$ cat src/rtl/hazard_ctrl_if.sv
// Decode-side hazard/forwarding bus: decode instruction fields toward the
// hazard controller, bypass selects and load-use stall back to decode/fetch.
interface hazard_ctrl_if #(
  parameter int REG_NUM   = 32,
  parameter int CNT_WIDTH = 32
);
  localparam int AW = (REG_NUM > 1) ? $clog2(REG_NUM) : 1;

  // decode instruction fields
  logic          i_dec_valid;
  logic [AW-1:0] i_rs1_addr;
  logic [AW-1:0] i_rs2_addr;
  logic [AW-1:0] i_rd_addr;
  logic          i_valid_rs1;
  logic          i_valid_rs2;
  logic          i_rf_wr_en;
  logic          i_is_load;
  logic          i_flush;
  logic          i_hold;

  // forwarding selects, stall and performance counter
  logic                 o_bypass_from_exe_valid_rs1;
  logic                 o_bypass_from_exe_valid_rs2;
  logic                 o_bypass_from_mem_valid_rs1;
  logic                 o_bypass_from_mem_valid_rs2;
  logic                 o_bypass_from_wb_valid_rs1;
  logic                 o_bypass_from_wb_valid_rs2;
  logic                 o_stall;
  logic [CNT_WIDTH-1:0] o_stall_cnt;

  // pipeline side: drives decode fields, consumes selects
  modport master (
    output i_dec_valid, i_rs1_addr, i_rs2_addr, i_rd_addr,
           i_valid_rs1, i_valid_rs2, i_rf_wr_en, i_is_load,
           i_flush, i_hold,
    input  o_bypass_from_exe_valid_rs1, o_bypass_from_exe_valid_rs2,
           o_bypass_from_mem_valid_rs1, o_bypass_from_mem_valid_rs2,
           o_bypass_from_wb_valid_rs1,  o_bypass_from_wb_valid_rs2,
           o_stall, o_stall_cnt
  );

  // hazard controller side
  modport slave (
    input  i_dec_valid, i_rs1_addr, i_rs2_addr, i_rd_addr,
           i_valid_rs1, i_valid_rs2, i_rf_wr_en, i_is_load,
           i_flush, i_hold,
    output o_bypass_from_exe_valid_rs1, o_bypass_from_exe_valid_rs2,
           o_bypass_from_mem_valid_rs1, o_bypass_from_mem_valid_rs2,
           o_bypass_from_wb_valid_rs1,  o_bypass_from_wb_valid_rs2,
           o_stall, o_stall_cnt
  );
endinterface

$ cat src/rtl/hazard_ctrl.sv
// Hazard and forwarding controller for the in-order 5-stage RV32I pipeline.
// Tracks rd/write-enable/load shadows of EXE, MEM and WB, produces one-hot
// per-operand bypass selects (EXE > MEM > WB), the load-use stall and a
// saturating stall-cycle counter.
module hazard_ctrl #(
  parameter int REG_NUM   = 32,
  parameter int CNT_WIDTH = 32
) (
  input  logic          i_clk,
  input  logic          i_rst_n,
  hazard_ctrl_if.slave  hz
);
  localparam int AW = (REG_NUM > 1) ? $clog2(REG_NUM) : 1;

  // shadow scoreboard
  logic          ex_v, ex_we, ex_ld;
  logic [AW-1:0] ex_rd;
  logic          mem_v, mem_we;
  logic [AW-1:0] mem_rd;
  logic          wb_v, wb_we;
  logic [AW-1:0] wb_rd;

  logic [CNT_WIDTH-1:0] stall_cnt;

  // operand hit flags per stage
  logic match_ex_rs1, match_ex_rs2;
  logic match_mem_rs1, match_mem_rs2;
  logic match_wb_rs1, match_wb_rs2;
  logic hazard, stall, ex_accept;

  // compare decode operands against each producing stage; x0 never hits
  always_comb begin
    match_ex_rs1  = ex_v  & ex_we  & (ex_rd  != '0) & (ex_rd  == hz.i_rs1_addr)
                    & hz.i_valid_rs1 & hz.i_dec_valid;
    match_ex_rs2  = ex_v  & ex_we  & (ex_rd  != '0) & (ex_rd  == hz.i_rs2_addr)
                    & hz.i_valid_rs2 & hz.i_dec_valid;
    match_mem_rs1 = mem_v & mem_we & (mem_rd != '0) & (mem_rd == hz.i_rs1_addr)
                    & hz.i_valid_rs1 & hz.i_dec_valid;
    match_mem_rs2 = mem_v & mem_we & (mem_rd != '0) & (mem_rd == hz.i_rs2_addr)
                    & hz.i_valid_rs2 & hz.i_dec_valid;
    match_wb_rs1  = wb_v  & wb_we  & (wb_rd  != '0) & (wb_rd  == hz.i_rs1_addr)
                    & hz.i_valid_rs1 & hz.i_dec_valid;
    match_wb_rs2  = wb_v  & wb_we  & (wb_rd  != '0) & (wb_rd  == hz.i_rs2_addr)
                    & hz.i_valid_rs2 & hz.i_dec_valid;
  end

  // load-use detection; a flush kills the consumer so it never stalls
  always_comb begin
    hazard    = ex_ld & (match_ex_rs1 | match_ex_rs2);
    stall     = hazard & ~hz.i_flush;
    ex_accept = hz.i_dec_valid & ~stall & ~hz.i_flush;
  end

  // priority-encoded bypass selects; a load in EXE has no data to forward,
  // which also clears every select of the hazarded operand during a stall
  always_comb begin
    hz.o_bypass_from_exe_valid_rs1 = match_ex_rs1 & ~ex_ld;
    hz.o_bypass_from_exe_valid_rs2 = match_ex_rs2 & ~ex_ld;
    hz.o_bypass_from_mem_valid_rs1 = match_mem_rs1 & ~match_ex_rs1;
    hz.o_bypass_from_mem_valid_rs2 = match_mem_rs2 & ~match_ex_rs2;
    hz.o_bypass_from_wb_valid_rs1  = match_wb_rs1 & ~match_ex_rs1 & ~match_mem_rs1;
    hz.o_bypass_from_wb_valid_rs2  = match_wb_rs2 & ~match_ex_rs2 & ~match_mem_rs2;
    hz.o_stall                     = stall;
    hz.o_stall_cnt                 = stall_cnt;
  end

  // EXE shadow: capture the decode instruction or insert a bubble
  always_ff @(posedge i_clk or negedge i_rst_n) begin
    if (!i_rst_n) begin
      ex_v  <= 1'b0;
      ex_rd <= '0;
      ex_we <= 1'b0;
      ex_ld <= 1'b0;
    end else if (!hz.i_hold) begin
      if (ex_accept) begin
        ex_v  <= hz.i_dec_valid;
        ex_rd <= hz.i_rd_addr;
        ex_we <= hz.i_rf_wr_en;
        ex_ld <= hz.i_is_load;
      end else begin
        ex_v  <= 1'b0;
        ex_rd <= '0;
        ex_we <= 1'b0;
        ex_ld <= 1'b0;
      end
    end
  end

  // MEM and WB shadows follow the pipeline
  always_ff @(posedge i_clk or negedge i_rst_n) begin
    if (!i_rst_n) begin
      mem_v  <= 1'b0;
      mem_rd <= '0;
      mem_we <= 1'b0;
      wb_v   <= 1'b0;
      wb_rd  <= '0;
      wb_we  <= 1'b0;
    end else if (!hz.i_hold) begin
      mem_v  <= ex_v;
      mem_rd <= ex_rd;
      mem_we <= ex_we;
      wb_v   <= mem_v;
      wb_rd  <= mem_rd;
      wb_we  <= mem_we;
    end
  end

  // saturating load-use stall cycle counter
  always_ff @(posedge i_clk or negedge i_rst_n) begin
    if (!i_rst_n) begin
      stall_cnt <= '0;
    end else if (!hz.i_hold && stall && (stall_cnt != '1)) begin
      stall_cnt <= stall_cnt + 1'b1;
    end
  end

endmodule

$ cat src/flat_wrapper.sv
// flat-port wrapper written by rule: the top's interface ports become plain ports
module hazard_ctrl_flat 
#(
  parameter int REG_NUM   = 32,
  parameter int CNT_WIDTH = 32
)
  (i_clk, i_rst_n, hz_i_dec_valid, hz_i_rs1_addr, hz_i_rs2_addr, hz_i_rd_addr, hz_i_valid_rs1, hz_i_valid_rs2, hz_i_rf_wr_en, hz_i_is_load, hz_i_flush, hz_i_hold, hz_o_bypass_from_exe_valid_rs1, hz_o_bypass_from_exe_valid_rs2, hz_o_bypass_from_mem_valid_rs1, hz_o_bypass_from_mem_valid_rs2, hz_o_bypass_from_wb_valid_rs1, hz_o_bypass_from_wb_valid_rs2, hz_o_stall, hz_o_stall_cnt);
  hazard_ctrl_if #(.REG_NUM(REG_NUM), .CNT_WIDTH(CNT_WIDTH)) hz_i ();
  input  logic i_clk;
  input  logic i_rst_n;
  input wire logic [$bits(hz_i.i_dec_valid)-1:0] hz_i_dec_valid;
  input wire logic [$bits(hz_i.i_rs1_addr)-1:0] hz_i_rs1_addr;
  input wire logic [$bits(hz_i.i_rs2_addr)-1:0] hz_i_rs2_addr;
  input wire logic [$bits(hz_i.i_rd_addr)-1:0] hz_i_rd_addr;
  input wire logic [$bits(hz_i.i_valid_rs1)-1:0] hz_i_valid_rs1;
  input wire logic [$bits(hz_i.i_valid_rs2)-1:0] hz_i_valid_rs2;
  input wire logic [$bits(hz_i.i_rf_wr_en)-1:0] hz_i_rf_wr_en;
  input wire logic [$bits(hz_i.i_is_load)-1:0] hz_i_is_load;
  input wire logic [$bits(hz_i.i_flush)-1:0] hz_i_flush;
  input wire logic [$bits(hz_i.i_hold)-1:0] hz_i_hold;
  output wire logic [$bits(hz_i.o_bypass_from_exe_valid_rs1)-1:0] hz_o_bypass_from_exe_valid_rs1;
  output wire logic [$bits(hz_i.o_bypass_from_exe_valid_rs2)-1:0] hz_o_bypass_from_exe_valid_rs2;
  output wire logic [$bits(hz_i.o_bypass_from_mem_valid_rs1)-1:0] hz_o_bypass_from_mem_valid_rs1;
  output wire logic [$bits(hz_i.o_bypass_from_mem_valid_rs2)-1:0] hz_o_bypass_from_mem_valid_rs2;
  output wire logic [$bits(hz_i.o_bypass_from_wb_valid_rs1)-1:0] hz_o_bypass_from_wb_valid_rs1;
  output wire logic [$bits(hz_i.o_bypass_from_wb_valid_rs2)-1:0] hz_o_bypass_from_wb_valid_rs2;
  output wire logic [$bits(hz_i.o_stall)-1:0] hz_o_stall;
  output wire logic [$bits(hz_i.o_stall_cnt)-1:0] hz_o_stall_cnt;
  assign hz_i.i_dec_valid = hz_i_dec_valid;
  assign hz_i.i_rs1_addr = hz_i_rs1_addr;
  assign hz_i.i_rs2_addr = hz_i_rs2_addr;
  assign hz_i.i_rd_addr = hz_i_rd_addr;
  assign hz_i.i_valid_rs1 = hz_i_valid_rs1;
  assign hz_i.i_valid_rs2 = hz_i_valid_rs2;
  assign hz_i.i_rf_wr_en = hz_i_rf_wr_en;
  assign hz_i.i_is_load = hz_i_is_load;
  assign hz_i.i_flush = hz_i_flush;
  assign hz_i.i_hold = hz_i_hold;
  assign hz_o_bypass_from_exe_valid_rs1 = hz_i.o_bypass_from_exe_valid_rs1;
  assign hz_o_bypass_from_exe_valid_rs2 = hz_i.o_bypass_from_exe_valid_rs2;
  assign hz_o_bypass_from_mem_valid_rs1 = hz_i.o_bypass_from_mem_valid_rs1;
  assign hz_o_bypass_from_mem_valid_rs2 = hz_i.o_bypass_from_mem_valid_rs2;
  assign hz_o_bypass_from_wb_valid_rs1 = hz_i.o_bypass_from_wb_valid_rs1;
  assign hz_o_bypass_from_wb_valid_rs2 = hz_i.o_bypass_from_wb_valid_rs2;
  assign hz_o_stall = hz_i.o_stall;
  assign hz_o_stall_cnt = hz_i.o_stall_cnt;
  hazard_ctrl #(.REG_NUM(REG_NUM), .CNT_WIDTH(CNT_WIDTH)) u_core (.i_clk(i_clk), .i_rst_n(i_rst_n), .hz(hz_i));
endmodule
$ cat config.mk
export PLATFORM = sky130hd
export DESIGN_NAME = hazard_ctrl_flat
export DESIGN_NICKNAME = d
export VERILOG_FILES = /design/src/rtl/hazard_ctrl_if.sv /design/src/rtl/hazard_ctrl.sv /design/src/flat_wrapper.sv
export SDC_FILE = /design/constraint.sdc
export NUM_CORES = 1
export LEC_CHECK = 0
export ABC_AREA = 1
export BUFFER_PORTS_ARGS = -buffer_cell sky130_fd_sc_hd__buf_2
export CORE_MARGIN = 10
export CORE_UTILIZATION = 40
export CTS_BUF_LIST = sky130_fd_sc_hd__clkbuf_4 sky130_fd_sc_hd__clkbuf_8
export CTS_CLUSTER_DIAMETER = 120
export DETAILED_ROUTE_END_ITERATION = 12
export RECOVER_POWER = 50
export SLEW_MARGIN = 0
export SYNTH_ARGS = -nofsm -noshare
export SYNTH_HDL_FRONTEND = slang
export SYNTH_SLANG_ARGS = --single-unit
$ cat constraint.sdc
create_clock -name i_clk -period 3.49 [get_ports i_clk]
set_input_delay 0.1745 -clock i_clk [delete_from_list [all_inputs] [get_ports i_clk]]
set_output_delay 0.1745 -clock i_clk [all_outputs]
set_load 0.005 [all_outputs]
==> results.cfg, run 1 <==
[synth]
seq_area_frac_synth_pct = 36.6
synth.top_cells.by_area = dfrtp_1 37%, nand2_1 14%, xor2_1 8.3%
synthArstFlopShare_pct = 100
synth_edf_count = 0
netlist.area_leader.share_pct = 36.6
yosys.area_share.simple_pct = 31.9
synth_compound_area_share_pct = 11.6
synth_flop_cell = dfrtp_1
synth_area_per_cell_um2 = 6.98
yosys.area.top_type = dfrtp_1
netlist_area_mm2 = 0.00369
syn_inst = 529
ys.warnings.count = 0
synthMuxAreaShare_pct = 0
synth_top_family_by_area = simple AND/OR/NAND/NOR gates
synth_commonest_cells = 138 x nand2_1, 79 x inv_1, 54 x dfrtp_1
synth_fa_ha_area_share_pct = 0.339
synth.most_common_cell = nand2_1
synth_xor_area_share_pct = 8.53
yosys.cell_types.count = 31
syn-num-nets = 554
ys_seq_elements = 54

[critical_path]
path_cells = ha_1 > inv_1 > nor2_2 > nand2_2 > nor2_4 > nand4_2 > inv_2 > o21bai_1 > nand2_1
worst_ep_required_time_ps = 3740
cp_max_fo = 30
cp-start-kind = register
crit_path_end_kind = register
slowest_stage = inv_2
max_stage_delay_ps = 460
critPathKind = register to register
crit_arrival_ps = 2390
ff2ff_setup_slack_ps = 1360

[clocking]
cts_tree = done
ctsResizeCount = 0
clock_latency_ps = 310
cts-root-buf = clkbuf_8
cts.htree.levels = 2
cts_sinks = 54
clockBufferDepth = 2
numCtsBuffers = 5
clkTransAtPathRegs_ps = 100

[floorplanning]
ios = 63
core_area_mm2 = 0.00911
die_y_um = 116
die_x_um = 116
initial_core_util_pct = 40.6
rows = 35
dieArea_mm2 = 0.0135

[cells_and_area]
final_cells = 699
final_net_count = 612
num-fill-cells = 956
area.growth.synth_to_final_pct = 12.4
drive_gt1_share_pct = 9.35
diodes = 0

[timing]
slew_violations = 31
slew_headroom_pct = -19.4
skew_ps = 10.2
hold_viol = 0
setup_viol = 0
rsz0062_at_grt = no
fin_crit_ps = 2130
layout_worst_path_cycle_share_pct = 61.2
setup_tns_ps = 0
worst_slew_pin_slew_ps = 1790
fmax_ghz = 0.468

[worst_hold_path]
min_path_type = primary input to register

[power]
p_per_area_mw_per_mm2 = 282
p_leak_nw = 2.26
ir_worst_vdd_uv = 148

[route]
ant_nets = 0
drtPass1Iterations = 4
initialDrtViolationCount = 172
drc = 0
num_vias = 3608
wl_um = 10700
vias_per_cell = 5.16
avgRoutedWirePerCell_um = 15.3

[placement]
port_buffers = 62
dp_hpwl_um = 8350
dp_cells = 690
place.gp.congestion = 0.921

[global_routing]
grt_pass1_wl_um = 18200
grtUsageTotal_pct = 16.7
grt_overflow_total = 0
grt_pass1_vias = 3679
antenna_found_initial = 0
grt_max_degree = 31

[outcome]
status = finished with violations
violations = capacitance limit, slew limit

[run]
maxCapViolCount = 1
[flip-flops by register name (all words and copies together), names as in the netlist]
register / cells
u_core.ex_v: 1
u_core.hz.o_stall_cnt: 32
u_core.wb_we: 1
u_core.ex_rd: 5
u_core.ex_we: 1
u_core.wb_v: 1
u_core.mem_v: 1
u_core.mem_we: 1
u_core.ex_ld: 1
u_core.wb_rd: 5
u_core.mem_rd: 5
[routing by layer]
metal	part of all wire (%)	track usage [%]	vias to the layer above
li1	-	-	1805
met1	48	23.1	1702
met2	44	25.2	92
met3	6.8	4.11	9
met4	1.0	4.34	0
met5	0	0	-
[report_power, final]
part / total (W) / internal [W] / switching (W)
Sequential: 0.000667 / 0.000645 / 0.0000217
Combinational: 0.000127 / 0.0000450 / 0.0000815
Clock: 0.000378 / 0.000160 / 0.000218
Total: 0.00117 / 0.000850 / 0.000321
[final timing paths]
kind / startpoint / endpoint / cells after the start
worst max-delay path: u_core.hz.o_stall_cnt[1]$_DFFE_PN0P_ / u_core.hz.o_stall_cnt[12]$_DFFE_PN0P_ / 9
worst min-delay path: hz_i_is_load / u_core.ex_ld$_DFFE_PN0N_ / 3
worst max register to register: u_core.hz.o_stall_cnt[1]$_DFFE_PN0P_ / u_core.hz.o_stall_cnt[12]$_DFFE_PN0P_ / 9
worst min register to register: u_core.wb_we$_DFFE_PN0N_ / u_core.wb_we$_DFFE_PN0N_ / 2
max in group asynchronous: i_rst_n / u_core.mem_rd[3]$_DFFE_PN0N_ / 3
min in group asynchronous: i_rst_n / u_core.wb_rd[4]$_DFFE_PN0N_ / 2
[cell usage in the layout, fill, tap and decap left out]
| master | netlist | routed |
|---|---|---|
| clkbuf_8 | 0 | 6 |
| o21ai_1 | 1 | 1 |
| nor3_2 | 2 | 2 |
| inv_2 | 5 | 3 |
| nor3b_1 | 2 | 2 |
| a211oi_1 | 1 | 1 |
| nand3_1 | 53 | 53 |
| o21ai_0 | 14 | 14 |
| clkinv_2 | 0 | 1 |
| o21bai_1 | 30 | 30 |
| nor3_1 | 22 | 22 |
| o2111ai_1 | 1 | 1 |
| clkinvlp_4 | 0 | 1 |
| a21oi_1 | 6 | 6 |
| xor2_1 | 35 | 35 |
| buf_2 | 6 | 33 |
| nand4_2 | 1 | 1 |
| dfrtp_1 | 54 | 54 |
| xnor2_1 | 1 | 1 |
| nor2_2 | 2 | 2 |
| nand2_2 | 1 | 1 |
| dlygate4sd3_1 | 0 | 1 |
| nor4_1 | 2 | 2 |
| nor2_1 | 42 | 42 |
| nand2_1 | 138 | 138 |
| nand4_1 | 5 | 5 |
| clkbuf_1 | 3 | 29 |
| o22ai_1 | 12 | 12 |
| a2111oi_0 | 1 | 1 |
| buf_4 | 6 | 4 |
| ha_1 | 1 | 1 |
| inv_1 | 79 | 81 |
| nor2_4 | 1 | 1 |
| nand3b_1 | 1 | 1 |
[critical path: cells and delay by family, from the launching register on]
kind                       cells  cell delay, ps
and+or+nand+nor                5             690
buffers and inverters          2             560
DFF                            1             440
adders and majority gates      1             230
AOI/OAI and AO/OA              1             150
[layout make-up]
class | count | area (µm²) | share of cell area (%)
inverters | 84 | 315 | 7.59
clock buffers | 6 | 82.6 | 1.99
clock inverters | 2 | 12.5 | 0.301
well taps | 111 | 139 | 3.34
repair buffers | 67 | 314 | 7.56
multi-input cells | 375 | 1940 | 46.7
flip-flops and latches | 54 | 1350 | 32.5
[per-stage QoR]
stage | util [%] | cell area (µm²) | total power (W) | worst slack (ps) | hold slack [ps]
floorplan | - | 3690 | 0.000748 | 1850 | -121
global placement | 44.8 | 4080 | 0.000804 | 1510 | 266
finish | 45.6 | 4150 | 0.00117 | 1360 | 105
global route | 45.6 | 4150 | 0.00123 | 1050 | 111
detailed placement | 44.8 | 4080 | 0.000807 | 1400 | 287
CTS | 46.0 | 4190 | 0.00119 | 1360 | 94.1
[kinds of logic after synthesis]
kind of cell	count (synthesis)
buffers and inverters	100
AO/OA/AOI/OAI	66
flip-flops	54
adder cells (fa/ha/maj)	1
XOR/XNOR	36
AND/OR/NAND/NOR	272
[repair_timing]
item	4_1_cts	5_1_grt
hold endpoints to repair	29	0
setup buffers	0	0
hold buffers	1	0
Power figures use the tool's default switching activity.
==> run 2: changes to the inputs <==
Clock period 3.49 ns to 2.03 ns, I/O delays scaled along.
==> run 2 against run 1 <==
The flow now finishes without violations. Clock-buffer cell count down 1. Clock skew is essentially flat. Critical path depth shrank 1. Cell count up 1.0%. Routed wire length up 0.66%. Critical path type unchanged. Critical endpoint is now u_core.hz.o_stall_cnt[29]$_DFFE_PN0P_.
==> results.cfg, run 2 (synthesis gave the netlist of run 1 again) <==
[outcome]
status = complete, no violations

[global_routing]
grt.busiest_layer = met2
grtUsageTotal_pct = 16.6
grt_overflow_total = 0
use_met2_pct = 25.6
grt_pass1_vias = 3585
grt_max_degree = 32
antenna_found_initial = 0
grt_use_met3_pct = 3.18
use_met1_pct = 23.5
grt_pass1_wl_um = 18100

[cells_and_area]
regArea_mm2 = 0.00135
mostFrequentLayoutCells = 138 x nand2_1, 81 x inv_1, 54 x dfrtp_1
layout_commonest_cell = nand2_1
stdcell_area_mm2 = 0.00429
fin_util_pct = 47.0
area.growth.synth_to_final_pct = 16.0
num-fill-cells = 981
final_net_count = 619
largest_reg_flops = 32
diodes = 0
multi_input_area_mm2 = 0.00196
drive_gt1_share_pct = 11.6

[critical_path]
cp-start-kind = register
critPathKind = register to register
max_stage_delay_ps = 470
crit_family = simple AND/OR/NAND/NOR gates
ff2ff_setup_slack_ps = 120
cp_max_fo = 6
crit_arrival_ps = 2120
path_cells = nand3_1 > nor2_1 > inv_1 > nor2_1 > nand2_1 > xor2_1 > nand3_1 > nand2_1
slowest_stage = dfrtp_1
worst-path-buf-inv = 1
crit_path_end_kind = register
worst_ep_required_time_ps = 2240

[timing]
worst_slew_pin_slew_ps = 837
fmax_ghz = 0.523
skew_ps = 10.4
slew_headroom_pct = 44.2
setup_viol = 0
hold_viol = 0
rsz0062_at_grt = no
slew_violations = 0
fin_crit_ps = 1910
layout_worst_path_cycle_share_pct = 94.1
setup_tns_ps = 0

[power]
p_clk_share_pct = 34.7
sequentialPowerShare_pct = 54.6
switchingPower_w = 0.000544
p_comb_share_pct = 10.7
p_per_area_mw_per_mm2 = 490
ir_worst_vdd_uv = 359
power_w = 0.00210
p_leak_nw = 2.33
power.internal_w = 0.00156
swShare_pct = 25.9

[clocking]
clockBufferDepth = 2
numCtsBuffers = 5
cts.htree.levels = 2
clock_latency_ps = 310
cts-root-buf = clkbuf_8
cts_tree = done
cts_sinks = 54
clkTransAtPathRegs_ps = 100

[floorplanning]
die_y_um = 116
die_x_um = 116
core_area_mm2 = 0.00911
rows = 35
initial_core_util_pct = 40.6
dieArea_mm2 = 0.0135
ios = 63

[route]
wl_um = 10800
num_vias = 3574
drtPass1Iterations = 5
initialDrtViolationCount = 227
ant_nets = 0
avgRoutedWirePerCell_um = 15.3
drc = 0
vias_per_cell = 5.06

[placement]
dp_hpwl_um = 8510
port_buffers = 62
dpl_cell_area_mm2 = 0.00416
place.gp.congestion = 0.892

[run]
maxCapViolCount = 0

[worst_hold_path]
min_path_type = primary input to register
-- run 2: cell types whose count changed in the layout (fill, tap and decap cells not counted), sizes merged --
cell,previous run,this run
clkbuf,35,32
clkinvlp,1,0
clkinv,1,2
bufinv,0,1
buf,37,46
-- run 2: worst paths after layout --
kind,startpoint,end,cells after the start
setup / recovery,u_core.hz.o_stall_cnt[2]$_DFFE_PN0P_,u_core.hz.o_stall_cnt[29]$_DFFE_PN0P_,8
hold / removal,hz_i_is_load,u_core.ex_ld$_DFFE_PN0N_,3
hold reg to reg,u_core.wb_we$_DFFE_PN0N_,u_core.wb_we$_DFFE_PN0N_,2
max in group asynchronous,i_rst_n,u_core.wb_rd[3]$_DFFE_PN0N_,3
min in group asynchronous,i_rst_n,u_core.wb_rd[1]$_DFFE_PN0N_,2
setup reg to reg,u_core.hz.o_stall_cnt[2]$_DFFE_PN0P_,u_core.hz.o_stall_cnt[29]$_DFFE_PN0P_,8
-- run 2: metal layers --
metal  vias to the layer above  wire length (µm)
met5                         -                 0
met4                         0               117
met3                         9               593
met2                        92              4820
met1                      1660              5250
li1                       1813                 -
-- run 2: worst register-to-register path, cell delays in order, from the launching register on --
cell and delay, ps:
dfrtp_1 470, nand3_1 260, nor2_1 240, inv_1 110, nor2_1 260, nand2_1 180
xor2_1 170, nand3_1 80, nand2_1 50
-- run 2: timing repair --
item,4_1_cts,5_1_grt
setup buffers,0,2
setup endpoints to repair,0,16
endpoints found under the hold margin,30,0
gates resized for setup,0,5
hold buffers,1,0
-- run 2: power groups by stage --
stage / clock (W) / combinational [W] / sequential [W]
floorplan: 0 / 0.000127 / 0.00116
global placement: 0 / 0.000223 / 0.00117
detailed placement: 0 / 0.000223 / 0.00117
CTS: 0.000756 / 0.000226 / 0.00115
global route: 0.000799 / 0.000257 / 0.00115
finish: 0.000728 / 0.000225 / 0.00115
-- run 2: per-stage QoR --
step	instances	setup WS (ps)	hold WS [ps]
floorplan	529	390	-194
global placement	695	176	208
detailed placement	695	166	211
CTS	704	136	26.1
global route	706	16.1	21.5
finish	706	119	36.2
-- run 2: cell type report --
type	count	share of cell area, %
repair buffers	74	9.52
clock buffers	5	1.61
clock inverters	3	0.934
flip-flops and latches	54	31.5
inverters	84	7.36
multi-input cells	375	45.8
well taps	111	3.24
==> run 3: changes to the inputs <==
Settings changed: ABC_AREA 1 to unset, CTS_BUF_LIST sky130_fd_sc_hd__clkbuf_4 sky130_fd_sc_hd__clkbuf_8 to unset.
==> run 3 against run 2 <==
Die area is 17% lower. Sequential share of layout area grew 1.8 points. Clock-buffer cell count rose by 1. Worst setup slack worse by 200 ps. Global-route usage fell by 3.1 points. Via count fell by 33%. Worst hold slack lost 31 ps. Clock skew is 4.7 ps higher. The flow now finishes with violations (setup timing).
==> results.cfg, run 3 <==
[global_routing]
grt_overflow_total = 0
grt_pass1_vias = 2437
grt_pass1_wl_um = 12600
grtUsageTotal_pct = 13.5
antenna_found_initial = 0
grt_max_degree = 55

[timing]
setup_viol = 7
slew_violations = 0
fmax_ghz = 0.474
fin_crit_ps = 2110
worst_slew_pin_slew_ps = 690
layout_worst_path_cycle_share_pct = 104
rsz0062_at_grt = yes
setup_ws_ps = -80.0
hold_viol = 0
slew_headroom_pct = 54.0
setup_tns_ps = -237
skew_ps = 15.0

[synth]
synthArstFlopShare_pct = 100
syn_inst = 263
synth_flop_cell = dfrtp_1
synth.most_common_cell = dfrtp_1
netlist.area_leader.share_pct = 45.6
syn-num-nets = 288
synth.top_cells.by_area = dfrtp_1 46%, xor2_1 9.5%, xnor2_1 8.6%
yosys.area.top_type = dfrtp_1
synth_commonest_cells = 54 x dfrtp_1, 32 x xor2_1, 29 x xnor2_1
yosys.cell_types.count = 40
netlist_area_mm2 = 0.00296
synth_area_per_cell_um2 = 11.3
ys.warnings.count = 0
ys_seq_elements = 54
synth_edf_count = 0
seq_area_frac_synth_pct = 45.6

[critical_path]
cp-start-kind = register
crit_arrival_ps = 2010
crit_path_end_kind = primary output
cp_max_fo = 2
worst_ep_required_time_ps = 1930
reg2reg_depth = 7
critPathKind = register to primary output

[outcome]
violations = setup timing
status = finished with violations

[route]
wl_um = 8010
drc = 0
initialDrtViolationCount = 101
ant_nets = 0
drtPass1Iterations = 4
num_vias = 2401
vias_per_cell = 5.13
avgRoutedWirePerCell_um = 17.1

[clocking]
clock_latency_ps = 320
cts-root-buf = clkbuf_8
numCtsBuffers = 5
cts_tree = done
clockBufferDepth = 2
cts_sinks = 54
cts.htree.levels = 2
clkTransAtPathRegs_ps = 90

[cells_and_area]
stdcell_area_mm2 = 0.00408
num-fill-cells = 633
fin_util_pct = 56.6
final_cells = 468
final_net_count = 393
area.growth.synth_to_final_pct = 37.8
largest_reg_flops = 32
diodes = 0
drive_gt1_share_pct = 48.2
mostFrequentLayoutCells = 62 x buf_2, 47 x dfrtp_1, 31 x xor2_1
layout_commonest_cell = buf_2

[floorplanning]
ios = 63
rows = 31
dieArea_mm2 = 0.0113
initial_core_util_pct = 41.1
core_area_mm2 = 0.00721
die_x_um = 106
die_y_um = 106

[placement]
dp_cells = 439
dpl_cell_area_mm2 = 0.00352
place.gp.congestion = 0.887
port_buffers = 62
dp_hpwl_um = 5640

[worst_hold_path]
holdPathStages = 2
min_path_type = primary input to register

[run]
maxCapViolCount = 0

[power]
ir_worst_vdd_uv = 263
swShare_pct = 25.0
sequentialPowerShare_pct = 53.5
p_clk_share_pct = 34.1
power.internal_w = 0.00162
switchingPower_w = 0.000539
p_per_area_mw_per_mm2 = 529
p_leak_nw = 2.00
p_comb_share_pct = 12.4
-- run 3: worst paths after layout --
kind / startpoint / endpoint / slack [ps]
setup / recovery: u_core.mem_rd[0]$_DFFE_PN0N_ / hz_o_bypass_from_wb_valid_rs1 / -80
hold / removal: hz_i_rf_wr_en / u_core.ex_we$_DFFE_PN0N_ / 6
setup reg to reg: u_core.ex_rd[3]$_DFFE_PN0N_ / u_core.hz.o_stall_cnt[1]$_DFFE_PN0P_ / -30
hold reg to reg: u_core.hz.o_stall_cnt[22]$_DFFE_PN0P_ / u_core.hz.o_stall_cnt[22]$_DFFE_PN0P_ / 500
max in group asynchronous: i_rst_n / u_core.hz.o_stall_cnt[19]$_DFFE_PN0P_ / 1110
min in group asynchronous: i_rst_n / u_core.hz.o_stall_cnt[0]$_DFFE_PN0P_ / 440
-- run 3: kinds of logic (layout without fill, tap and decap cells) --
family,count (synthesis),after routing,synth area share (%)
AOI/OAI and AO/OA,14,14,5.61
xor gates and xnor gates,61,61,18.0
adders and majority gates,1,1,0.422
buffers and inverters,9,115,1.65
DFF,54,54,45.6
muxes,15,15,5.70
and+or+nand+nor,109,109,23.0
-- run 3: layout make-up --
cell class / instances / area, µm² / area share, %
clock buffers: 6 / 72.6 / 1.78
clock inverters: 2 / 37.5 / 0.919
inverters: 5 / 18.8 / 0.460
multi-input cells: 200 / 1780 / 43.6
flip-flops and latches: 54 / 1360 / 33.3
well taps: 99 / 124 / 3.03
repair buffers: 102 / 689 / 16.9
-- run 3: power by group through the flow --
stage | clock network (W) | registers [W] | logic (W)
after CTS | 0.000749 | 0.00115 | 0.000246
after global routing | 0.000783 | 0.00116 | 0.000293
after floorplan | 0 | 0.00116 | 0.000131
final | 0.000737 | 0.00115 | 0.000269
after detailed placement | 0 | 0.00117 | 0.000222
after global placement | 0 | 0.00117 | 0.000220
-- run 3: worst max-delay path, stage by stage (launching register included) --
cell      delay (ps)
dfrtp_1          400
or4_4            540
o211ai_1         230
buf_4            150
or4_4            120
nand3_2           50
nor2_1            90
buf_2            120
-- run 3: per-stage QoR --
stage	power [W]	hold WS [ps]	setup WS [ps]
after floorplan	0.00130	-194	64.7
after global placement	0.00139	276	15.5
after detailed placement	0.00140	276	-59.5
after CTS	0.00215	1.24	-70.2
after global routing	0.00224	3.79	-157
final	0.00216	5.61	-80.0
-- run 3: repair_timing --
action,4_1_cts,5_1_grt
endpoints found under the hold margin,54,3
cloned,0,2
pin swaps,14,19
setup buffers,13,3
gates resized for setup,16,34
endpoints found under the setup margin,18,44
hold buffers,1,3
-- run 3: metal layers --
layer  GRT usage (%)  vias to the layer above  wire (µm)
met5               0                        -          0
met4            4.16                        0        140
met3            3.02                       12        360
met2            20.5                       61       3760
met1            18.7                     1173       3750
li1                -                     1155          -
